===== config.mk =====
export PLATFORM = sky130hd
export DESIGN_NAME = seg7_scan_driver_flat
export DESIGN_NICKNAME = d
export VERILOG_FILES = /design/src/rtl/seg7_pkg.sv /design/src/rtl/seg7_scan_driver_if.sv /design/src/rtl/hex_to_seg7.sv /design/src/rtl/seg7_scan_driver.sv /design/src/flat_wrapper.sv
export SDC_FILE = /design/constraint.sdc
export NUM_CORES = 1
export LEC_CHECK = 0
export ABC_AREA = 1
export ABC_CLOCK_PERIOD_IN_PS = 2600
export CAP_MARGIN = 20
export CORE_MARGIN = 8
export CORE_UTILIZATION = 40
export CTS_BUF_LIST = sky130_fd_sc_hd__clkbuf_16
export CTS_CLUSTER_SIZE = 16
export DETAILED_ROUTE_END_ITERATION = 8
export PLACE_DENSITY = 0.61
export REMOVE_ABC_BUFFERS = 1
export SETUP_SLACK_MARGIN = 0.1
export SLEW_MARGIN = 20
export SYNTH_ARGS = -nofsm -noshare
export SYNTH_HDL_FRONTEND = slang
export SYNTH_SLANG_ARGS = --single-unit

===== constraint.sdc =====
create_clock -name clk -period 2.6 [get_ports clk]
set_input_delay 0.52 -clock clk [delete_from_list [all_inputs] [get_ports clk]]
set_output_delay 0.52 -clock clk [all_outputs]
set_load 0.02 [all_outputs]

===== src/rtl/seg7_pkg.sv =====
// Shared constants for the 7-segment display path: active-low blank/off codes and hex glyphs.
// Segment order is {g,f,e,d,c,b,a}; a cleared bit lights that segment.
package seg7_pkg;

  localparam logic [6:0] SEG_BLANK = 7'b1111111;
  localparam logic [3:0] AN_OFF    = 4'b1111;

  localparam logic [6:0] SEG_0 = 7'b1000000;
  localparam logic [6:0] SEG_1 = 7'b1111001;
  localparam logic [6:0] SEG_2 = 7'b0100100;
  localparam logic [6:0] SEG_3 = 7'b0110000;
  localparam logic [6:0] SEG_4 = 7'b0011001;
  localparam logic [6:0] SEG_5 = 7'b0010010;
  localparam logic [6:0] SEG_6 = 7'b0000010;
  localparam logic [6:0] SEG_7 = 7'b1111000;
  localparam logic [6:0] SEG_8 = 7'b0000000;
  localparam logic [6:0] SEG_9 = 7'b0010000;
  localparam logic [6:0] SEG_A = 7'b0001000;
  localparam logic [6:0] SEG_B = 7'b0000011;
  localparam logic [6:0] SEG_C = 7'b1000110;
  localparam logic [6:0] SEG_D = 7'b0100001;
  localparam logic [6:0] SEG_E = 7'b0000110;
  localparam logic [6:0] SEG_F = 7'b0001110;

endpackage


===== src/rtl/seg7_scan_driver_if.sv =====
// Display bundle: content/mask inputs from the game/menu logic and the scanned anode/cathode pins.
// The master drives content; the slave (scan driver) drives the pins and the frame_start pulse.
interface seg7_scan_driver_if;

  logic        enable;
  logic [15:0] digits;
  logic [3:0]  blank;
  logic [3:0]  blink;
  logic [3:0]  an;
  logic [6:0]  out;
  logic        frame_start;

  modport master (
    output enable, digits, blank, blink,
    input  an, out, frame_start
  );

  modport slave (
    input  enable, digits, blank, blink,
    output an, out, frame_start
  );

endinterface


===== src/rtl/hex_to_seg7.sv =====
// Combinational hex nibble to active-low {g..a} glyph decoder; zero latency, no flow control.
module hex_to_seg7
  import seg7_pkg::*;
(
  input  logic [3:0] nibble,
  output logic [6:0] seg
);

  always_comb begin
    seg = SEG_BLANK;
    case (nibble)
      4'h0: seg = SEG_0;
      4'h1: seg = SEG_1;
      4'h2: seg = SEG_2;
      4'h3: seg = SEG_3;
      4'h4: seg = SEG_4;
      4'h5: seg = SEG_5;
      4'h6: seg = SEG_6;
      4'h7: seg = SEG_7;
      4'h8: seg = SEG_8;
      4'h9: seg = SEG_9;
      4'hA: seg = SEG_A;
      4'hB: seg = SEG_B;
      4'hC: seg = SEG_C;
      4'hD: seg = SEG_D;
      4'hE: seg = SEG_E;
      4'hF: seg = SEG_F;
      default: seg = SEG_BLANK;
    endcase
  end

endmodule


===== src/rtl/seg7_scan_driver.sv =====
// 4-digit multiplexed 7-seg scanner with frame-coherent capture, anode dead-time and frame-locked blink.
// Pins are registered one cycle behind the scan counters; free-running, no backpressure.
module seg7_scan_driver
  import seg7_pkg::*;
#(
  parameter int REFRESH_DIV  = 131072,
  parameter int DEAD_CYCLES  = 1024,
  parameter int BLINK_FRAMES = 64
) (
  input  logic          clk,
  input  logic          rst_n,
  seg7_scan_driver_if.slave disp
);

  localparam int CW = (REFRESH_DIV > 1) ? $clog2(REFRESH_DIV) : 1;
  localparam int FW = (BLINK_FRAMES > 1) ? $clog2(BLINK_FRAMES) : 1;

  logic [CW-1:0] slotCnt;
  logic [1:0]    digIdx;
  logic [FW-1:0] frameCnt;
  logic          blinkOff;
  logic          running;
  logic [15:0]   shDigits;
  logic [3:0]    shBlank;
  logic [3:0]    shBlink;
  logic [3:0]    anReg;
  logic [6:0]    segReg;
  logic          fsReg;

  logic          slotTick;
  logic          frameEnd;
  logic          capture;
  logic          dark;
  logic [3:0]    curNib;
  logic [6:0]    segCode;
  logic [3:0]    anNext;
  logic [6:0]    segNext;

  assign slotTick = (slotCnt == CW'(REFRESH_DIV - 1));
  assign frameEnd = running && slotTick && (digIdx == 2'd3);
  // The very first edge out of reset opens frame 0 without advancing the slot counter.
  assign capture  = !running || frameEnd;

  assign curNib = shDigits[{digIdx, 2'b00} +: 4];

  hex_to_seg7 u_dec (
    .nibble (curNib),
    .seg    (segCode)
  );

  always_comb begin
    dark = (slotCnt < CW'(DEAD_CYCLES)) || !disp.enable ||
           shBlank[digIdx] || (shBlink[digIdx] && blinkOff);
    anNext  = AN_OFF;
    segNext = SEG_BLANK;
    if (!dark) begin
      anNext  = ~(4'b0001 << digIdx);
      segNext = segCode;
    end
  end

  always_ff @(posedge clk or negedge rst_n) begin
    if (!rst_n) begin
      running  <= 1'b0;
      slotCnt  <= '0;
      digIdx   <= 2'd0;
      frameCnt <= '0;
      blinkOff <= 1'b0;
      shDigits <= 16'h0000;
      shBlank  <= 4'h0;
      shBlink  <= 4'h0;
      anReg    <= AN_OFF;
      segReg   <= SEG_BLANK;
      fsReg    <= 1'b0;
    end else begin
      running <= 1'b1;
      if (running) begin
        slotCnt <= slotTick ? '0 : slotCnt + 1'b1;
        if (slotTick) begin
          digIdx <= digIdx + 2'd1;
        end
      end
      if (frameEnd) begin
        if (frameCnt == FW'(BLINK_FRAMES - 1)) begin
          frameCnt <= '0;
          blinkOff <= ~blinkOff;
        end else begin
          frameCnt <= frameCnt + 1'b1;
        end
      end
      if (capture) begin
        shDigits <= disp.digits;
        shBlank  <= disp.blank;
        shBlink  <= disp.blink;
      end
      fsReg  <= capture;
      anReg  <= anNext;
      segReg <= segNext;
    end
  end

  assign disp.an          = anReg;
  assign disp.out         = segReg;
  assign disp.frame_start = fsReg;

endmodule

===== src/flat_wrapper.sv =====
// flat-port wrapper written by rule: the top's interface ports become plain ports
module seg7_scan_driver_flat import seg7_pkg::*;
#(
  parameter int REFRESH_DIV  = 131072,
  parameter int DEAD_CYCLES  = 1024,
  parameter int BLINK_FRAMES = 64
)
  (clk, rst_n, disp_enable, disp_digits, disp_blank, disp_blink, disp_an, disp_out, disp_frame_start);
  seg7_scan_driver_if disp_i ();
  input  logic clk;
  input  logic rst_n;
  input wire logic [$bits(disp_i.enable)-1:0] disp_enable;
  input wire logic [$bits(disp_i.digits)-1:0] disp_digits;
  input wire logic [$bits(disp_i.blank)-1:0] disp_blank;
  input wire logic [$bits(disp_i.blink)-1:0] disp_blink;
  output wire logic [$bits(disp_i.an)-1:0] disp_an;
  output wire logic [$bits(disp_i.out)-1:0] disp_out;
  output wire logic [$bits(disp_i.frame_start)-1:0] disp_frame_start;
  assign disp_i.enable = disp_enable;
  assign disp_i.digits = disp_digits;
  assign disp_i.blank = disp_blank;
  assign disp_i.blink = disp_blink;
  assign disp_an = disp_i.an;
  assign disp_out = disp_i.out;
  assign disp_frame_start = disp_i.frame_start;
  seg7_scan_driver #(.REFRESH_DIV(REFRESH_DIV), .DEAD_CYCLES(DEAD_CYCLES), .BLINK_FRAMES(BLINK_FRAMES)) u_core (.clk(clk), .rst_n(rst_n), .disp(disp_i));
endmodule

# --- Yosys cells after proc, flatten, opt, wreduce, memory -nomap -nowiden ---
# Memory sizes are Yosys's and may differ from the RTL's.
# Index checks and enable logic that the tools add are counted.
classes:
  shifts: 2
  n_eq_ne: 3
  n_addsub: 3
  n_lt_le_gt_ge: 2
  bitwise: 2
  n_reduce_logical: 11
  n_mux: 8
ops:
  columns: ["cell", "n"]
  rows:
  - ["adder 17 x 1 -> 17 bit, second input constant", 1]
  - ["== test 17 bit, second input constant", 1]
  - ["less-than comparator 17 x 11 -> 1 bit, second input constant", 1]
  - ["two-way mux 17 bit", 1]
  - ["variable part select 16 x 5 -> 4 bit", 1]
  - ["two-way mux 7 bit", 1]
  - ["adder 6 x 1 -> 6 bit, second input constant", 1]
  - ["== test 6 bit, second input constant", 1]
  - ["two-way mux 6 bit", 1]
  - ["binary-select mux 1 bit (select 2 bit)", 2]
  - ["logical OR 1 bit", 4]
  - ["two-way mux 4 bit", 1]
  - ["NOT 4 bit", 1]
  - ["AND reduction 2 bit", 2]
  - ["<< shifter 1 x 2 -> 4 bit, first input constant", 1]
  - ["logical AND 1 bit", 3]
  - ["less-than comparator 2 x 3 -> 1 bit, second input constant", 1]
  - ["adder 2 x 1 -> 2 bit, second input constant", 1]
  - ["== test 2 bit, second input constant", 1]
  - ["zero test 1 bit", 2]
  - ["two-way mux 1 bit", 2]
  - ["NOT 1 bit", 1]
totals:
  out_inout_bits: 12
  ff_bits: 63
  word_cells: 43
  romBits: 112
  mem_count: 1
memory_table:
  columns: ["name", "words", "word_bits", "read_ports", "rd_clocked_by_memory_dff", "write_ports", "line", "text"]
  rows:
  - ["(no name shown)", 16, 7, 1, 0, 0, "hex_to_seg7.sv:11", "case (nibble)"]

# --- Longest topological paths before layout ---
# Gate-level depths: netlist (run 1).
depth:
  ltp_word: 5
  mapped_depth: 12

# --- Modules after synthesis ---
# Synthesis (run 1) repeated with hierarchy kept, for this count alone.
unflattened:
  cells_unflattened: 403
  hier_area_um2: 3304.4
modules_own_cells:
  columns: ["module", "instances", "area_per_inst_um2", "cells_each"]
  rows:
  - ["seg7_scan_driver", 1, 3030.4, 354]
  - ["hex_to_seg7", 1, 274.0, 49]

# --- Least setup slack after synthesis (run 1) ---
# Ideal clock, no wire load.
synth_path:
  path_kind: "flip-flop to flip-flop"
  start: "register u_core.slotCnt[0]"
  end: "register u_core.shBlank[3]"
  n_path_buf: 1
  stages_incl_launch_ff: 11
  t_required_ns: 2.474
  slack_ns: 0.744
  t_arrival_ns: 1.730
  setup_time_ns: 0.126
  synth_period_minus_slack_ns: 1.856
  path_cell_list: "dfrtp_1 ha_1 nand3_1 nor4_1 ha_1 nand2_2 nor2_8 inv_4 nand2_4 buf_4 o21ai_0"
synth_via:
  elab_chain_cells: 4
synth_lines:
  columns: ["element", "line", "text"]
  rows:
  - ["start, declared", "seg7_scan_driver.sv:18", "logic [CW-1:0] slotCnt;"]
  - ["start signal, assigned", "seg7_scan_driver.sv:78", "slotCnt <= slotTick ? '0 : slotCnt + 1'b1;"]
  - ["== test 17 bit", "seg7_scan_driver.sv:39", "assign slotTick = (slotCnt == CW'(REFRESH_DIV - 1));"]
  - ["logical AND 1 bit (2 in a row)", "seg7_scan_driver.sv:40", "assign frameEnd = running && slotTick && (digIdx == 2'd3);"]
  - ["logical OR 1 bit", "seg7_scan_driver.sv:42", "assign capture = !running || frameEnd;"]
  - ["end signal, assigned", "seg7_scan_driver.sv:93", "shBlank <= disp.blank;"]
  - ["end, declared", "seg7_scan_driver.sv:24", "logic [3:0] shBlank;"]
# No other way between the ends.
# A chain may end at the register's enable or synchronous reset.

# --- Final worst setup path (run 1) ---
layout_path:
  start: "register u_core.slotCnt[0]"
  end: "register u_core.shBlink[2]"
layout_via:
  elab_chain_cells: 4
layout_lines:
  columns: ["element", "line", "text"]
  rows:
  - ["== test 17 bit", "seg7_scan_driver.sv:39", null]
  - ["logical AND 1 bit (2 in a row)", "seg7_scan_driver.sv:40", null]
  - ["logical OR 1 bit", "seg7_scan_driver.sv:42", null]
  - ["end signal, assigned", "seg7_scan_driver.sv:94", "shBlink <= disp.blink;"]
  - ["end, declared", "seg7_scan_driver.sv:25", "logic [3:0] shBlink;"]
# No other way between the ends.

==> key figures, run 1 <==
Pwr
  • Tot Pwr: 2440 uW
  • Power per cell area: 613 mW/mm2
  • Peak VDD IR: 0.000450 V
  • Pleak: 0.00195 uW

Worst setup path
  • Most common cell on crit path: ha_1
  • RR Startpoint: u_core.slotCnt[0]
  • Startpoint types: register
  • Arrival @ worst endpoint: about 2.4 ns
  • Reg2reg setup slack: 0.44 ns
  • Crit end category: register
  • R2R Path End: u_core.shBlink[2]
  • CP Launch Point: u_core.slotCnt[0]
  • CP endpoint: u_core.shBlink[2]
  • Worst Path Max Fanout: 33
  • Critical Path RT: 2.80 ns
  • CP max stage delay: 0.38 ns
  • Critical path class: reg -> reg
  • Critical-path cell list: ha_1 -> nand3_1 -> nor4_1 -> ha_1 -> nand2_2 -> nor2_8 -> inv_4 -> nand2_4 -> o21ai_0
  • R2R cell count: 9
  • Slowest CP cell: dfrtp_1

GRT
  • Vias in the first global route: 2626
  • Antenna violations before repair: 0
  • Global-route wire length before repair: roughly 12000 um
  • GRT Util Overall: roughly 14%
  • Largest net degree at the start of global routing: 64
  • Global route overflow: 0

Placement
  • Final Wtd Congestion: 0.825
  • IO buf count: 38
  • Pre-CTS setup slack: roughly 0.42 ns
  • Post-DP Area: 0.00372 mm2
  • DP Wirelength: between 4000 and 5000 um

Drt
  • DRT Pass-1 Iters: 4
  • DRC: 0
  • Drt wl/cell: 12.3 um
  • Max layer used: met4
  • Initial drt markers: 111
  • Met2 WL post-DR: 3170 um
  • Post-Route WL: 6860 um
  • WL met3: 275 um
  • WL met1: 3280 um
  • Vias per cell: 4.80
  • Vias: about 2700
  • ANT nets after route: 0

STA
  • Tcrit/Tclk final: 83.1%
  • Sum of negative setup slack: 0 ns
  • Final setup fails: 0
  • Final min period: roughly 2.2 ns
  • Final Max Tran Viols: 0
  • Relative slew slack: 63.9%
  • F_max: between 400 and 500 MHz
  • RSZ-0062 raised after global routing: false
  • Worst setup margin: 0.439 ns
  • Least-Margin Pin Slew: 0.538 ns
  • Final hold slack: 0.190 ns
  • Hold Fails Final Rpt: 0
  • Layout Skew: between 0.003 and 0.004 ns

Floorplanning
  • Die footprint: 0.0112 mm2
  • # rows: 32
  • Die Wd: 106 um
  • I/O pin total: 39
  • Starting Density: 41.6%
  • Core area: 0.00777 mm2
  • Die Span Y: 106 um

Logic synthesis
  • Distinct cells, synth: 31
  • Post-Synthesis Cells: 405
  • Number of synthesized flops with an enable pin: 0
  • Avg Cell Area, Syn: 7.97 um2
  • Asr flop ratio synth: 100%
  • Number of synthesized register bits: 63
  • Main synth FF type: dfrtp_1
  • Mapped cell area: around 0.0032 mm2
  • YS warnings: 0
  • Seq/Total Area, Yosys: 49.2%

Clock network
  • H-tree levels: 3
  • Reg clk slew, reported paths: about 0.050 ns
  • CTS Hold Bufs: 0
  • Resized Gates After CTS: 0
  • CTS max path bufs: 2
  • CTS Root Cell: clkbuf_16
  • Post-CTS setup buffers: 0
  • Worst skew pair latency: 0.33 ns
  • CTS Buf Count: 9
  • CTS tree: yes
  • Num Clock Sinks: 63

Outcome
  • Status: completed

Cells and area
  • Diode count: 0
  • Fin nets: 489
  • Most common cell after layout, fill and taps aside: nand2_1
  • Finished Cell Area: 0.00398 mm2
  • Share of layout cells above drive strength 1: about a tenth
  • Commonest non-fill, non-tap cells in the layout: nand2_1, nand3_1, dfrtp_1
  • Final-layout fill cell count: 740
  • Synth-to-layout area growth: 23.2%
  • Register area: about 0.0016 mm2
  • Multi-input gate area: 0.00143 mm2

Worst hold path
  • Worst hold path class: in -> async

Job
  • Max cap viols: 0
-- power by group --
| part | switching [uW] | total [uW] | internal [uW] |
|---|---|---|---|
| combinational | 157 | 276 | 119 |
| clock | 411 | 1040 | 627 |
| sequential | 62.2 | 1120 | 1060 |
-- state kept, by name, summed over array words and instances (netlist names) --
register                 cells
u_core.disp.out              7
u_core.digIdx                2
u_core.shBlank               4
u_core.shDigits             16
u_core.slotCnt              17
u_core.shBlink               4
u_core.blinkOff              1
u_core.frameCnt              6
u_core.running               1
u_core.disp.frame_start      1
u_core.disp.an               4
-- area by class of cell --
cell class / count / area share (%)
Timing Repair Buffer: 44 / 10.9
Sequential cell: 63 / 40.0
Clock buffer: 9 / 5.66
Inverter: 36 / 3.46
Clock inverter: 7 / 0.817
Tap cell: 102 / 3.21
Multi-Input combinational cell: 295 / 36.0
-- worst max-delay path: cells and delay by family (launching register included) --
kind                     cells  cell delay (ns)
AO/OA/AOI/OAI                1             0.13
AND/OR/NAND/NOR              5             0.96
adder cells (fa/ha/maj)      2             0.43
flip-flops                   1             0.38
buffers and inverters        1             0.12
-- logic make-up (layout without fill, tap and decap cells) --
logic type	after synthesis	count (layout)	synth area share, %
AOI/OAI and AO/OA	33	33	5.31
xor gates and xnor gates	4	4	1.09
adders and majority gates	13	13	5.04
buffers and inverters	47	96	6.35
DFF	63	63	49.2
muxes	1	1	0.310
other	1	1	0.116
and+or+nand+nor	243	243	32.5
-- per-stage QoR --
step | instances | util (%)
CTS | 556 | 51.2
detailed placement | 540 | 47.9
global placement | 540 | 47.9
finish | 556 | 51.2
global route | 556 | 51.2
floorplan | 394 | -
-- metal layers --
layer / GRT usage, % / up-vias
met2: 21.0 / 41
met4: 7.34 / 0
met3: 3.05 / 12
met1: 17.2 / 1234
met5: 0 / -
li1: - / 1382
-- cells in the mapped netlist (3+ instances only) --
cell type / count / area (um2)
nand3_1: 54 / 270
a21oi_1: 9 / 45.0
nand2_1: 137 / 514
dfstp_2: 11 / 289
ha_1: 13 / 163
nor2_1: 32 / 120
nand4_1: 5 / 31.3
inv_1: 33 / 124
buf_4: 5 / 37.5
o21ai_0: 15 / 75.1
buf_2: 6 / 30.0
nor3_1: 3 / 15.0
dfrtp_1: 52 / 1300
o21ai_1: 7 / 35.0
-- worst min path at each step --
stage / startpoint / endpoint / depth (start not counted)
final: rst_n / u_core.shBlank[3] / 2
after global routing: rst_n / u_core.disp.frame_start / 2
after CTS: rst_n / u_core.disp.frame_start / 2
after detailed placement: u_core.shDigits[11] / u_core.shDigits[11] / 2
after global placement: u_core.slotCnt[6] / u_core.slotCnt[6] / 1
after floorplan: rst_n / u_core.blinkOff / 0
(Power assumes the default switching activity.)
==> inputs of run 2 (changes only) <==
--- a/config.mk
+++ b/config.mk
@@ -6,14 +6,14 @@
 export NUM_CORES = 1
 export LEC_CHECK = 0
 export ABC_AREA = 1
-export ABC_CLOCK_PERIOD_IN_PS = 2600
+export ABC_CLOCK_PERIOD_IN_PS = 1800
 export CAP_MARGIN = 20
 export CORE_MARGIN = 8
 export CORE_UTILIZATION = 40
 export CTS_BUF_LIST = sky130_fd_sc_hd__clkbuf_16
 export CTS_CLUSTER_SIZE = 16
 export DETAILED_ROUTE_END_ITERATION = 8
-export PLACE_DENSITY = 0.61
+export PLACE_DENSITY = 0.63
 export REMOVE_ABC_BUFFERS = 1
 export SETUP_SLACK_MARGIN = 0.1
 export SLEW_MARGIN = 20
==> constraint.sdc (replaced) <==
create_clock -name clk -period 1.8 [get_ports clk]
set_input_delay 0.36 -clock clk [delete_from_list [all_inputs] [get_ports clk]]
set_output_delay 0.36 -clock clk [all_outputs]
set_load 0.02 [all_outputs]
==> run 2 against run 1 <==
Effect of this change: register-to-register slack lost 0.53 ns; clock-buffer cell count is the same; worst setup slack lost 0.53 ns; flip-flop and latch count is the same; total power grew 55%; the flow now finishes with violations (negative setup slack); via count grew 5.5%; critical path type unchanged; sequential power grew 44%.
==> key figures, run 2 (synthesized netlist as in run 1, its figures left out) <==
Outcome
  • Status: finished with violations
  • Failing checks: negative setup slack

Clock network
  • CTS Root Cell: clkbuf_16
  • Num Clock Sinks: 63
  • CTS Buf Count: 9
  • H-tree levels: 3
  • Worst skew pair latency: 0.32 ns
  • CTS Hold Bufs: 0
  • CTS max path bufs: 2
  • CTS tree: yes
  • Reg clk slew, reported paths: 0.05 ns

Drt
  • Drt wl/cell: 12.8 um
  • Post-Route WL: 7510 um
  • ANT nets after route: 0
  • DRT Pass-1 Iters: 4
  • Initial drt markers: 120
  • DRC: 0
  • Vias: 2816
  • Vias per cell: 4.80

Cells and area
  • Multi-input gate area: 0.00152 mm2
  • Most flops, register: u_core.slotCnt
  • Final-layout fill cell count: 732
  • Fin util: between 50% and 60%
  • Synth-to-layout area growth: 33.3%
  • Share of layout cells above drive strength 1: 17.9%
  • Most common cell after layout, fill and taps aside: nand2_1
  • Number of flip-flops in the largest register: 17
  • Register area: 0.00159 mm2
  • Diode count: 0
  • Final non-filler cell total: 587
  • Commonest non-fill, non-tap cells in the layout: nand2_1, nand3_1, dfrtp_1
  • Fin nets: 520

Worst setup path
  • Critical path class: reg -> reg
  • Crit end category: register
  • CP max stage delay: 0.35 ns
  • R2R cell count: 10
  • Critical Path RT: 2.01 ns
  • Startpoint types: register
  • Most common cell on crit path: ha_2
  • Worst Path Max Fanout: 9
  • Arrival @ worst endpoint: between 2 and 2.5 ns
  • Stages on the worst setup path: 10
  • Crit path buf inv count: 2
  • Slowest CP cell: dfrtp_1
  • Top Family by Delay on Critical Path: simple AND/OR/NAND/NOR gates
  • Critical-path cell list: ha_2 -> nand3_2 -> nor4_2 -> ha_2 -> nand2_4 -> nor2_8 -> inv_6 -> buf_4 -> nand3_1 -> nand2_1

STA
  • Final Max Tran Viols: 0
  • RSZ-0062 raised after global routing: true
  • Sum of negative setup slack: -1.13 ns
  • Worst setup margin: -0.0867 ns
  • F_max: 530 MHz
  • Layout Skew: approximately 0.0056 ns
  • Final min period: 1.89 ns
  • Final setup fails: 21
  • Hold Fails Final Rpt: 0
  • Tcrit/Tclk final: 105%

GRT
  • Antenna violations before repair: 0
  • M3 GR Usage: 4.08%
  • M1 GR Usage: roughly 17%
  • Global route overflow: 0
  • GRT Util Overall: 13.8%
  • Largest net degree at the start of global routing: 64
  • Global-route wire length before repair: approximately 13000 um
  • Met2 usage: 22.0%
  • Gr busiest metal: met2
  • Vias in the first global route: 2769

Pwr
  • P_int: around 2800 uW
  • NetSw: 948 uW
  • Switch share: 25.0%
  • Peak VDD IR: approximately 0.00058 V
  • Comb power frac: about 14%
  • Reg power frac: between 40% and 50%
  • Pleak: 0.00209 uW
  • Power per cell area: around 900 mW/mm2
  • Clock network power share: 43.0%

Floorplanning
  • Die footprint: 0.0112 mm2
  • Die Span Y: 106 um
  • # rows: 32
  • Die Wd: 106 um
  • I/O pin total: 39
  • Starting Density: 41.6%
  • Core area: 0.00777 mm2

Placement
  • Final Wtd Congestion: 0.827
  • DP Wirelength: between 5000 and 6000 um
  • # placed instances: 564
  • IO buf count: 38

Job
  • Max cap viols: 0

Worst hold path
  • Worst hold path class: in -> async
==> run 2: cell types whose count changed in the layout (fill, tap and decap cells not counted), sizes merged <==
cell | before | now
buf | 7 | 36
clkdlybuf4s50 | 37 | 26
dlygate4sd2 | 0 | 11
nand2 | 140 | 142
bufinv | 0 | 1
clkinv | 5 | 4
==> run 2: timing repair <==
action,CTS,global route
gates resized for setup,21,10
endpoints found under the setup margin,59,54
setup buffers,2,3
cloned,0,2
pin swaps,4,1
==> run 2: routing by layer <==
| metal | wire [um] | vias up |
|---|---|---|
| li1 | - | 1453 |
| met1 | 3500 | 1297 |
| met2 | 3510 | 53 |
| met3 | 381 | 13 |
| met4 | 123 | 0 |
| met5 | 0 | - |
==> run 2: area by class of cell <==
class | count | area share (%)
inverters | 36 | 3.26
multi-input cells | 297 | 35.3
repair buffers | 73 | 15.0
flip-flops and latches | 63 | 37.0
well taps | 102 | 2.97
clock buffers | 9 | 5.23
clock inverters | 7 | 1.31
==> run 2: path summary, 6_finish.rpt <==
kind	from	end	slack [ns]
setup / recovery	u_core.slotCnt[1]	u_core.shDigits[0]	-0.09
hold / removal	rst_n	u_core.shDigits[3]	0.03
setup reg to reg	u_core.slotCnt[1]	u_core.shDigits[0]	-0.09
hold reg to reg	u_core.frameCnt[3]	u_core.frameCnt[3]	0.50
max in group asynchronous	rst_n	u_core.disp.an[3]	1.45
min in group clk	u_core.frameCnt[3]	u_core.frameCnt[3]	0.50
==> run 2: through the flow <==
stage          setup slack (ns)  total power, uW  hold WS (ns)  cell area [um2]
2_1_floorplan            -0.225             1880        0.0644             3160
3_3_place_gp             -0.105             2110         0.400             3900
3_5_place_dp             -0.191             2120         0.400             3900
4_1_cts                 -0.0520             3780        0.0611             4230
5_1_grt                  -0.182             3970        0.0776             4300
6_report                -0.0867             3790        0.0343             4300
==> run 2: worst reg2reg max path, delay by kind of cell (launching register included) <==
family,cells,cell delay [ns]
adder cells (fa/ha/maj),2,0.45
buffers and inverters,2,0.26
flip-flops,1,0.35
AND/OR/NAND/NOR,6,0.72
==> run 2: power groups by stage <==
stage	sequential, uW	combinational (uW)	clock [uW]
floorplan	1630	249	0
global placement	1620	486	0
detailed placement	1620	493	0
CTS	1610	519	1650
global route	1620	630	1720
finish	1610	547	1630
